$ cat config.mk
export PLATFORM = sky130hd
export DESIGN_NAME = canvas_write_scheduler
export DESIGN_NICKNAME = d
export VERILOG_FILES = /design/src/rtl/paint_pkg.sv /design/src/rtl/brush_offset_counter.sv /design/src/rtl/canvas_write_scheduler.sv
export SDC_FILE = /design/constraint.sdc
export NUM_CORES = 1
export LEC_CHECK = 0
export ABC_AREA = 1
export CELL_PAD_IN_SITES_DETAIL_PLACEMENT = 0
export CELL_PAD_IN_SITES_GLOBAL_PLACEMENT = 1
export CORE_ASPECT_RATIO = 2
export CORE_MARGIN = 1
export CORE_UTILIZATION = 49
export CTS_CLUSTER_SIZE = 20
export DETAILED_ROUTE_END_ITERATION = 8
export DONT_BUFFER_PORTS = 1
export PLACE_DENSITY_LB_ADDON = 0.25
export SYNTH_ARGS = -nofsm -noshare
export SYNTH_HDL_FRONTEND = slang
export SYNTH_SLANG_ARGS = --single-unit
$ cat constraint.sdc
create_clock -name clk -period 11.6 [get_ports clk]
set_input_delay 2.32 -clock clk [delete_from_list [all_inputs] [get_ports clk]]
set_output_delay 2.32 -clock clk [all_outputs]
set_load 0.01 [all_outputs]
$ cat src/rtl/paint_pkg.sv
// Shared constants, types and cell helpers for the canvas write path.
package paint_pkg;

    localparam int unsigned CANVAS_W     = 48;
    localparam int unsigned CANVAS_H     = 36;
    localparam int unsigned INITIAL_X    = 15;
    localparam int unsigned INITIAL_Y    = 11;
    localparam int unsigned COORD_W      = 6;
    localparam int unsigned OFS_W        = 8;
    localparam int unsigned ADDR_W       = 11;
    localparam int unsigned COLOR_W      = 3;
    localparam int unsigned MOUSE_W      = 7;
    localparam int unsigned CANVAS_CELLS = CANVAS_W * CANVAS_H;

    localparam logic [ADDR_W-1:0]  LAST_ADDR   = ADDR_W'(CANVAS_CELLS - 1);
    localparam logic [1:0]         BRUSH_1X1   = 2'd0;
    localparam logic [1:0]         BRUSH_3X3_A = 2'd1;
    localparam logic [1:0]         BRUSH_3X3_B = 2'd2;
    localparam logic [1:0]         BRUSH_5X5   = 2'd3;
    localparam logic [COLOR_W-1:0] COLOR_EMPTY = 3'b000;

    typedef enum logic [1:0] {IDLE, STAMP, CLEAR} state_t;

    function automatic logic [1:0] brush_radius(input logic [1:0] size);
        case (size)
            BRUSH_1X1: return 2'd0;
            BRUSH_5X5: return 2'd2;
            default:   return 2'd1;
        endcase
    endfunction

    function automatic logic signed [OFS_W-1:0] cell_pos(input logic [COORD_W-1:0] base,
                                                         input logic signed [OFS_W-1:0] ofs);
        return signed'(OFS_W'(base)) + ofs;
    endfunction

    // Sign bit rules out negatives before the unsigned upper-bound compare.
    function automatic logic pos_inside(input logic signed [OFS_W-1:0] p, input int unsigned lim);
        return !p[OFS_W-1] && (unsigned'(p) < OFS_W'(lim));
    endfunction

    function automatic logic [ADDR_W-1:0] cell_addr(input logic signed [OFS_W-1:0] x,
                                                    input logic signed [OFS_W-1:0] y);
        return ADDR_W'(unsigned'(x)) + ADDR_W'(CANVAS_W) * ADDR_W'(unsigned'(y));
    endfunction

endpackage

$ cat src/rtl/brush_offset_counter.sv
// Walks brush offsets dy = -r..r (outer), dx = -r..r (inner); exposes the step-ahead offset.
module brush_offset_counter
    import paint_pkg::*;
(
    input  logic                    clk,
    input  logic                    rst,
    input  logic                    load,
    input  logic                    step,
    input  logic [1:0]              radius,
    output logic signed [OFS_W-1:0] start_c,
    output logic signed [OFS_W-1:0] dx_next_c,
    output logic signed [OFS_W-1:0] dy_next_c,
    output logic                    last_c
);

    logic [1:0]              r_q;
    logic signed [OFS_W-1:0] r_s;
    logic signed [OFS_W-1:0] dx;
    logic signed [OFS_W-1:0] dy;

    assign r_s     = signed'(OFS_W'(r_q));
    assign start_c = -signed'(OFS_W'(radius));
    assign last_c  = (dx == r_s) && (dy == r_s);

    always_comb begin
        dx_next_c = dx + 8'sd1;
        dy_next_c = dy;
        if (dx == r_s) begin
            dx_next_c = -r_s;
            dy_next_c = dy + 8'sd1;
        end
    end

    always_ff @(posedge clk) begin
        if (rst) begin
            r_q <= 2'd0;
            dx  <= '0;
            dy  <= '0;
        end else if (load) begin
            r_q <= radius;
            dx  <= start_c;
            dy  <= start_c;
        end else if (step) begin
            dx  <= dx_next_c;
            dy  <= dy_next_c;
        end
    end

endmodule

$ cat src/rtl/canvas_write_scheduler.sv
// Single-port write sequencer for the canvas store: clipped brush stamps and full clears.
module canvas_write_scheduler
    import paint_pkg::*;
(
    input  logic                 clk,
    input  logic                 rst,
    input  logic [MOUSE_W-1:0]   mouse_x,
    input  logic [MOUSE_W-1:0]   mouse_y,
    input  logic                 mouse_click,
    input  logic                 mode,
    input  logic [COLOR_W-1:0]   color_select,
    input  logic [1:0]           brush_size,
    input  logic                 clear_req,
    output logic                 wr_valid,
    output logic [ADDR_W-1:0]    wr_addr,
    output logic [COLOR_W-1:0]   wr_data,
    input  logic                 wr_ready,
    output logic                 busy
);

    state_t state, state_d;
    logic   clear_pend, clear_pend_d;
    logic   last_valid, last_valid_d;
    logic   wr_valid_d, busy_d;
    logic [ADDR_W-1:0]  wr_addr_d;
    logic [COLOR_W-1:0] wr_data_d;
    logic   cap_en, step, rec_en;

    logic [COORD_W-1:0] st_cx, st_cy, last_cx, last_cy;
    logic [COLOR_W-1:0] st_data, last_data;
    logic [1:0]         st_size, last_size;

    logic [COORD_W-1:0] cap_cx, cap_cy;
    logic [COLOR_W-1:0] cap_data;
    logic               in_canvas, is_new;

    logic signed [OFS_W-1:0] start_c, dx_next_c, dy_next_c;
    logic                    last_c;
    logic [COORD_W-1:0]      base_x, base_y;
    logic signed [OFS_W-1:0] ofs_x, ofs_y, px, py;
    logic                    cell_in;
    logic [ADDR_W-1:0]       cell_a;

    assign in_canvas = (mouse_x >= MOUSE_W'(INITIAL_X)) && (mouse_x < MOUSE_W'(INITIAL_X + CANVAS_W)) &&
                       (mouse_y >= MOUSE_W'(INITIAL_Y)) && (mouse_y < MOUSE_W'(INITIAL_Y + CANVAS_H));
    assign cap_cx    = COORD_W'(mouse_x - MOUSE_W'(INITIAL_X));
    assign cap_cy    = COORD_W'(mouse_y - MOUSE_W'(INITIAL_Y));
    assign cap_data  = mode ? COLOR_EMPTY : color_select;
    assign is_new    = !last_valid || (cap_cx != last_cx) || (cap_cy != last_cy) ||
                       (cap_data != last_data) || (brush_size != last_size);

    brush_offset_counter u_ofs (
        .clk       (clk),
        .rst       (rst),
        .load      (cap_en),
        .step      (step),
        .radius    (brush_radius(brush_size)),
        .start_c   (start_c),
        .dx_next_c (dx_next_c),
        .dy_next_c (dy_next_c),
        .last_c    (last_c)
    );

    // Cell about to be presented: the first cell when capturing, otherwise the next offset.
    always_comb begin
        base_x = st_cx;
        base_y = st_cy;
        ofs_x  = dx_next_c;
        ofs_y  = dy_next_c;
        if (state == IDLE) begin
            base_x = cap_cx;
            base_y = cap_cy;
            ofs_x  = start_c;
            ofs_y  = start_c;
        end
        px      = cell_pos(base_x, ofs_x);
        py      = cell_pos(base_y, ofs_y);
        cell_in = pos_inside(px, CANVAS_W) && pos_inside(py, CANVAS_H);
        cell_a  = cell_in ? cell_addr(px, py) : '0;
    end

    always_comb begin
        state_d      = state;
        clear_pend_d = clear_pend;
        last_valid_d = last_valid;
        wr_valid_d   = wr_valid;
        wr_addr_d    = wr_addr;
        wr_data_d    = wr_data;
        cap_en       = 1'b0;
        step         = 1'b0;
        rec_en       = 1'b0;
        case (state)
            IDLE: begin
                if (clear_pend || clear_req) begin
                    state_d      = CLEAR;
                    clear_pend_d = 1'b0;
                    wr_valid_d   = 1'b1;
                    wr_addr_d    = '0;
                    wr_data_d    = COLOR_EMPTY;
                end else if (mouse_click && in_canvas && is_new) begin
                    state_d    = STAMP;
                    cap_en     = 1'b1;
                    wr_valid_d = cell_in;
                    wr_addr_d  = cell_a;
                    wr_data_d  = cap_data;
                end
            end
            STAMP: begin
                if (clear_req) clear_pend_d = 1'b1;
                // A clipped cell occupies exactly one cycle with wr_valid low.
                if (!wr_valid || wr_ready) begin
                    if (last_c) begin
                        state_d      = IDLE;
                        rec_en       = 1'b1;
                        last_valid_d = 1'b1;
                        wr_valid_d   = 1'b0;
                        wr_addr_d    = '0;
                        wr_data_d    = COLOR_EMPTY;
                    end else begin
                        step       = 1'b1;
                        wr_valid_d = cell_in;
                        wr_addr_d  = cell_a;
                    end
                end
            end
            CLEAR: begin
                if (wr_ready) begin
                    if (wr_addr == LAST_ADDR) begin
                        state_d      = IDLE;
                        last_valid_d = 1'b0;
                        wr_valid_d   = 1'b0;
                        wr_addr_d    = '0;
                    end else begin
                        wr_addr_d = wr_addr + 11'd1;
                    end
                end
            end
            default: state_d = IDLE;
        endcase
        busy_d = (state_d != IDLE);
    end

    always_ff @(posedge clk) begin
        if (rst) begin
            state      <= IDLE;
            clear_pend <= 1'b0;
            last_valid <= 1'b0;
            wr_valid   <= 1'b0;
            wr_addr    <= '0;
            wr_data    <= '0;
            busy       <= 1'b0;
            st_cx      <= '0;
            st_cy      <= '0;
            st_data    <= '0;
            st_size    <= '0;
            last_cx    <= '0;
            last_cy    <= '0;
            last_data  <= '0;
            last_size  <= '0;
        end else begin
            state      <= state_d;
            clear_pend <= clear_pend_d;
            last_valid <= last_valid_d;
            wr_valid   <= wr_valid_d;
            wr_addr    <= wr_addr_d;
            wr_data    <= wr_data_d;
            busy       <= busy_d;
            if (cap_en) begin
                st_cx   <= cap_cx;
                st_cy   <= cap_cy;
                st_data <= cap_data;
                st_size <= brush_size;
            end
            if (rec_en) begin
                last_cx   <= st_cx;
                last_cy   <= st_cy;
                last_data <= st_data;
                last_size <= st_size;
            end
        end
    end

endmodule

==> impl_metrics.ini, run 1 <==
[cells_and_area]
layout_commonest_cell = nand2_1
syn_to_final_growth_pct = 7.199
final_cell_mix = nand2_1, inv_1, o21ai_0, a21oi_1, dfxtp_1
nets = 907
drive_above_1_share_pct = 5.307
antenna_cells = 0
postLayoutCellArea_um2 = 5794

[drt]
wl_met3_um = 400
drcViolationCount = 0
ant_nets = 0
drt_iter0_drc = 315
dr.pass1.iters = 5
via_per_inst = 5.498
dr_wl_met2_um = 8721
wl_per_cell_um = 15.71
wl_met1_um = 5877
routed.top_layer = met4
drt_wl_total_um = 15480
vias = 5416

[die]
die_h_um = 150.5
start_util_pct = 50.94
rows = 53
num_io_pins = 41
core_area_um2 = 10610
fp.dieW_um = 76.27
dieArea_um2 = 11480

[power]
peakVddDrop_mv = 0.1101
seqPwrFrac_pct = 27.3
switching_share_pct = 40.74
pwr-share-clk_pct = 28.2
switchingPower_uw = 402.8
power.leakage_nw = 2.644
powerDensity_nw_per_um2 = 170.6
p_total_uw = 988.7
internal-power_uw = 585.9
comb_power_share_pct = 44.5

[placement]
portBuffers = 0
placed_area_um2 = 5499
gp_congestion = 0.8858
hpwlAfterDp_um = 12040

[sta]
rsz0062_at_grt = false
maxSlewViolCount = 0
final.min_clock_period_ns = 5.874
relSlewSlack_pct = 36.43
timing.fmax_mhz = 170.2
tns_ns = 0
worst_pin_slew_ns = 0.9535
setup_viol = 0
hold_violations = 0
finalCritPeriodShare_pct = 50.64
finClkSkew_ns = 0.007623

[cts]
clock_latency_ns = 0.34
h-tree-depth = 3
postCtsHoldBufs = 0
cts.sinks = 72
clkTransAtPathRegs_ns = 0.06
cts-buffers-inserted = 9
cts_setup_buffers = 0
cts_buffer_depth = 2
cts_resized = 0
tritoncts = yes
cts-root-buf = clkbuf_16

[global_routing]
grt_max_degree = 64
grt_pass1_wl_um = 25600
antenna_found_initial = 0
overflow = 0
grt_usage_pct = 28.37
grt_pass1_vias = 5355

[worst_setup_path]
ff2ff_path_depth = 24
rrSetupSlack_ns = 6.52
critPathArrivalTime_ns = 6.10
crit_path_end_kind = register
worstPathRequired_ns = 11.82
r2r_start = state[1]$_SDFF_PP0_
cp_num_cells = 22
path_buf_inv = 3
critical-path-max-stage-delay_ns = 0.51
worstReg2RegEnd = wr_addr[10]$_SDFFE_PP0P_
critPathTopFamily = adder cells
path_max_fanout = 4
cpMaxStageDelayCell = fa_1
critPathLaunchType = primary input
critPathKind = in -> reg
cp_common_cell = ha_1
path_cells = inv_1 > ha_1 > or2_2 > o21ai_0 > inv_1 > ha_1 > fa_1 > ha_1 > fa_1 > xor2_1 > ha_1 > a21oi_1 > and2_1 > inv_1 > nand2_1 > nor2_1 > xnor2_1 > o21ai_0 > nand2_1 > nand2_1 > nand3_1 > a21oi_1

[hold_path]
holdPathEnd = last_cx[0]$_SDFFE_PP0P_
min_path_type = reg -> reg
hold_start = last_cx[0]$_SDFFE_PP0P_
hold_depth = 2

[logic_synthesis]
syn_area_um2 = 5405
avgSynthCellArea_um2 = 6.329
netlist_instances = 854
ys_types = 33
yosys_warnings = 0
yosysSeqAreaShare_pct = 26.67
synth_seq_cells = 72
synthesis.nets = 918

[flow_run]
max_cap_violations = 0

[outcome]
status = finished clean
[kinds of logic after synthesis]
logic type               after synthesis  share of synthesized area, %
AND/OR/NAND/NOR                      359                         29.38
AO/OA/AOI/OAI                        200                         18.98
buffers and inverters                157                         11.02
flip-flops                            72                         26.67
adder cells (fa/ha/maj)               39                         9.583
XOR/XNOR                              27                         4.375
[power by group through the flow]
stage	registers [mW]	clock network, mW	logic [mW]
after floorplan	0.272	0	0.341
after global placement	0.275	0	0.423
after detailed placement	0.275	0	0.435
after CTS	0.270	0.285	0.437
after global routing	0.271	0.296	0.500
final	0.270	0.279	0.440
[registers in the layout, summed over array words and instances (netlist names), 2 cells and up]
name and flops:
st_cy 6, last_cx 6, wr_addr 11, u_ofs.r_q 2
wr_data 3, last_size 2, st_cx 6, u_ofs.dy 8
u_ofs.dx 8, state 2, last_data 3, last_cy 6
st_size 2, st_data 3
[metrics by stage]
stage	utilization, %	instances	hold WS (ns)	worst slack, ns
after floorplan	-	854	0.4301	5.677
after global placement	51.83	969	0.4452	5.491
after detailed placement	51.83	969	0.4482	5.395
after CTS	54.61	985	0.4609	5.736
after global routing	54.61	985	0.4860	5.421
final	54.61	985	0.4587	5.726
[worst register-to-register path: cells and delay by family, from the launching register on]
| family | cells | cell delay, ns |
|---|---|---|
| compound gates | 4 | 0.43 |
| flops | 1 | 0.35 |
| buf+inv | 5 | 0.67 |
| fa+ha+maj | 6 | 2.31 |
| xor+xnor | 2 | 0.36 |
| simple gates | 7 | 0.82 |
[cell usage after synthesis]
library cell / instances / area (um^2)
nor2_2: 1 / 6.260
nor4_1: 3 / 18.77
ha_1: 35 / 437.9
buf_2: 5 / 25.02
nand3_2: 5 / 50.05
nor3_1: 7 / 35.03
nand2_2: 5 / 31.28
nor3_4: 1 / 16.27
clkbuf_1: 20 / 75.07
dfxtp_1: 72 / 1441
o211ai_1: 3 / 22.52
nand2_1: 198 / 743.2
a21boi_0: 1 / 7.510
nor2_1: 49 / 183.9
xor2_1: 21 / 183.9
o21ai_1: 3 / 15.01
or2_0: 1 / 6.260
o21bai_1: 2 / 15.01
xnor2_1: 6 / 52.55
nand4_1: 17 / 106.4
and3_1: 1 / 6.260
inv_2: 4 / 15.01
a21oi_1: 89 / 445.4
inv_1: 128 / 480.5
o21ai_0: 94 / 470.5
nand3_1: 57 / 285.3
or2_2: 8 / 50.05
nor2_4: 1 / 11.26
nand3b_1: 3 / 22.52
fa_1: 4 / 80.08
nor4b_1: 1 / 8.760
a31oi_1: 8 / 50.05
and2_1: 1 / 6.260
[per-layer routing]
metal | track usage [%] | vias to the layer above
li1 | - | 2770
met1 | 28.49 | 2500
met2 | 57.57 | 113
met3 | 3.333 | 33
met4 | 11.44 | 0
met5 | 0 | -
[worst max path at each step]
stage | start | end | slack [ns]
after floorplan | brush_size[0] | wr_addr[10]$_SDFFE_PP0P_ | 5.68
after global placement | brush_size[0] | wr_addr[10]$_SDFFE_PP0P_ | 5.49
after global routing | brush_size[0] | wr_addr[10]$_SDFFE_PP0P_ | 5.42
after CTS | brush_size[0] | wr_addr[10]$_SDFFE_PP0P_ | 5.74
final | brush_size[0] | wr_addr[10]$_SDFFE_PP0P_ | 5.73
after detailed placement | brush_size[0] | wr_addr[10]$_SDFFE_PP0P_ | 5.40
[area by class of cell]
type,instances,area (um^2)
tap,137,171.4
clock buffer,9,225.2
inverter,132,495.5
fill,1098,4816
multi-input combinational,625,3368
timing repair buffer,3,22.52
clock inverter,7,70.07
sequential,72,1441
Power figures use the tool's default switching activity.
==> inputs of run 2 (changes only) <==
Settings changed: CORE_UTILIZATION 49 to 41.
Clock period 11.6 ns to 5 ns, I/O delays scaled along.
==> impl_metrics.ini, run 2 (synthesis gave the netlist of run 1 again) <==
[outcome]
status = finished clean

[global_routing]
grt_pass1_vias = 5179
grt_pass1_wl_um = 25500
grt_max_degree = 52
overflow = 0
grt_usage_pct = 23.81
antenna_found_initial = 0

[placement]
hpwlAfterDp_um = 12210
placedCellCount = 989
portBuffers = 0
gp_congestion = 0.8966
dp_worst_setup_slack_ns = 0.1007

[die]
die_h_um = 164.4
num_io_pins = 41
rows = 59
core_area_um2 = 12920
start_util_pct = 41.84
fp.dieW_um = 83.19
dieArea_um2 = 13670

[cells_and_area]
n_fill_cell = 1348
layout_commonest_cell = nand2_1
final_cell_mix = nand2_1, inv_1, o21ai_0, a21oi_1, dfxtp_1
antenna_cells = 0
multiInputGateArea_um2 = 3368
post-route-util_pct = 45.54
top_regs = wr_addr (11), u_ofs.dx (8), u_ofs.dy (8)
syn_to_final_growth_pct = 8.843
largest_reg_flops = 11
top_register = wr_addr
ff_latch_area_um2 = 1441
nets = 912
final_cells = 1005
drive_above_1_share_pct = 5.744

[worst_setup_path]
critPathArrivalTime_ns = 4.77
critPathLaunchType = primary input
path_cells = inv_1 > ha_1 > or2_2 > o21ai_0 > inv_1 > ha_1 > fa_1 > ha_1 > fa_1 > xor2_1 > ha_1 > a21oi_1 > and2_1 > inv_1 > nand2_1 > nor2_1 > xnor2_1 > o21ai_0 > nand2_1 > nand2_1 > nand3_1 > a21oi_1
path_buf_inv = 3
critical-path-max-stage-delay_ns = 0.53
path_max_fanout = 4
cpMaxStageDelayCell = fa_1
crit_path_end_kind = register
cp_common_cell = ha_1
worstPathRequired_ns = 5.23
critPathKind = in -> reg
critPathTopFamily = adder cells

[cts]
clock_latency_ns = 0.35
clkTransAtPathRegs_ns = 0.06
h-tree-depth = 3
cts_resized = 0
cts_setup_buffers = 0
tritoncts = yes
cts-buffers-inserted = 9
postCtsHoldBufs = 0
cts.sinks = 72
cts_buffer_depth = 2
cts-root-buf = clkbuf_16

[drt]
dr.pass1.iters = 5
wl_per_cell_um = 15.55
drt_iter0_drc = 253
vias = 5363
ant_nets = 0
drcViolationCount = 0
via_per_inst = 5.336
drt_wl_total_um = 15630

[sta]
relSlewSlack_pct = 35.42
timing.fmax_mhz = 220.2
hold_violations = 0
tns_ns = 0
worst_slack_ns = 0.4582
finalCritPeriodShare_pct = 90.84
final.min_clock_period_ns = 4.542
worst_pin_slew_ns = 0.9553
finClkSkew_ns = 0.008300
rsz0062_at_grt = false
maxSlewViolCount = 0
setup_viol = 0

[power]
power.leakage_nw = 2.686
p_total_mw = 2.362
powerDensity_nw_per_um2 = 401.4
peakVddDrop_mv = 0.2775

[flow_run]
max_cap_violations = 0

[hold_path]
min_path_type = reg -> reg
[run 2: changes by cell type in the layout (fill, tap and decap cells not counted)]
| cell | previous run | this run |
|---|---|---|
| clkinvlp_4 | 1 | 0 |
| inv_6 | 1 | 2 |
| inv_8 | 0 | 1 |
| inv_2 | 5 | 4 |
| clkinv_2 | 3 | 1 |
| buf_4 | 3 | 8 |
| bufinv_16 | 1 | 2 |
| inv_1 | 127 | 128 |
[run 2: where the power goes]
group	switching, mW	total (mW)	internal (mW)	leakage (nW)
Sequential	0.0300	0.625	0.595	0.584
Clock	0.285	0.729	0.444	0.162
Combinational	0.626	1.01	0.381	1.94
[run 2: final cells by class]
class | count | area share, %
clock buffers | 9 | 3.828
clock inverters | 7 | 1.744
inverters | 132 | 8.422
multi-input cells | 625 | 57.25
flip-flops and latches | 72 | 24.50
well taps | 152 | 3.233
repair buffers | 8 | 1.021
[run 2: worst reg2reg max path, cell delays in order (launching register included)]
cell,delay (ns)
dfxtp_1,0.39
inv_1,0.09
ha_1,0.23
inv_1,0.17
buf_4,0.33
o21ai_0,0.19
ha_1,0.27
fa_1,0.53
ha_1,0.27
fa_1,0.40
xor2_1,0.18
ha_1,0.32
a21oi_1,0.15
and2_1,0.15
inv_1,0.04
nand2_1,0.07
nor2_1,0.05
xnor2_1,0.18
o21ai_0,0.13
nand2_1,0.09
nand2_1,0.05
nand3_1,0.07
a21oi_1,0.06
[run 2: metrics by stage]
step                area (um^2)  hold WS [ns]
global placement           5555        0.4441
detailed placement         5555        0.4518
finish                     5883        0.4591
CTS                        5883        0.4609
global route               5883        0.4696
floorplan                  5405        0.4301
[run 2: layer usage]
metal | part of all wire [%] | vias to the layer above | routed length (um) | GRT usage, %
li1 | - | 2781 | - | -
met2 | 54 | 106 | 8486 | 46.20
met1 | 39 | 2444 | 6093 | 24.36
met5 | 0 | - | 0 | 0
met4 | 4.7 | 0 | 739 | 13.64
met3 | 2.0 | 32 | 307 | 2.499
[run 2: worst paths after layout]
path	from	to	slack [ns]	depth (start not counted)
setup / recovery	brush_size[0]	wr_addr[10]$_SDFFE_PP0P_	0.46	22
hold / removal	last_cx[0]$_SDFFE_PP0P_	last_cx[0]$_SDFFE_PP0P_	0.46	2
setup reg to reg	state[0]$_SDFF_PP0_	wr_addr[10]$_SDFFE_PP0P_	0.46	22
hold reg to reg	last_cx[0]$_SDFFE_PP0P_	last_cx[0]$_SDFFE_PP0P_	0.46	2
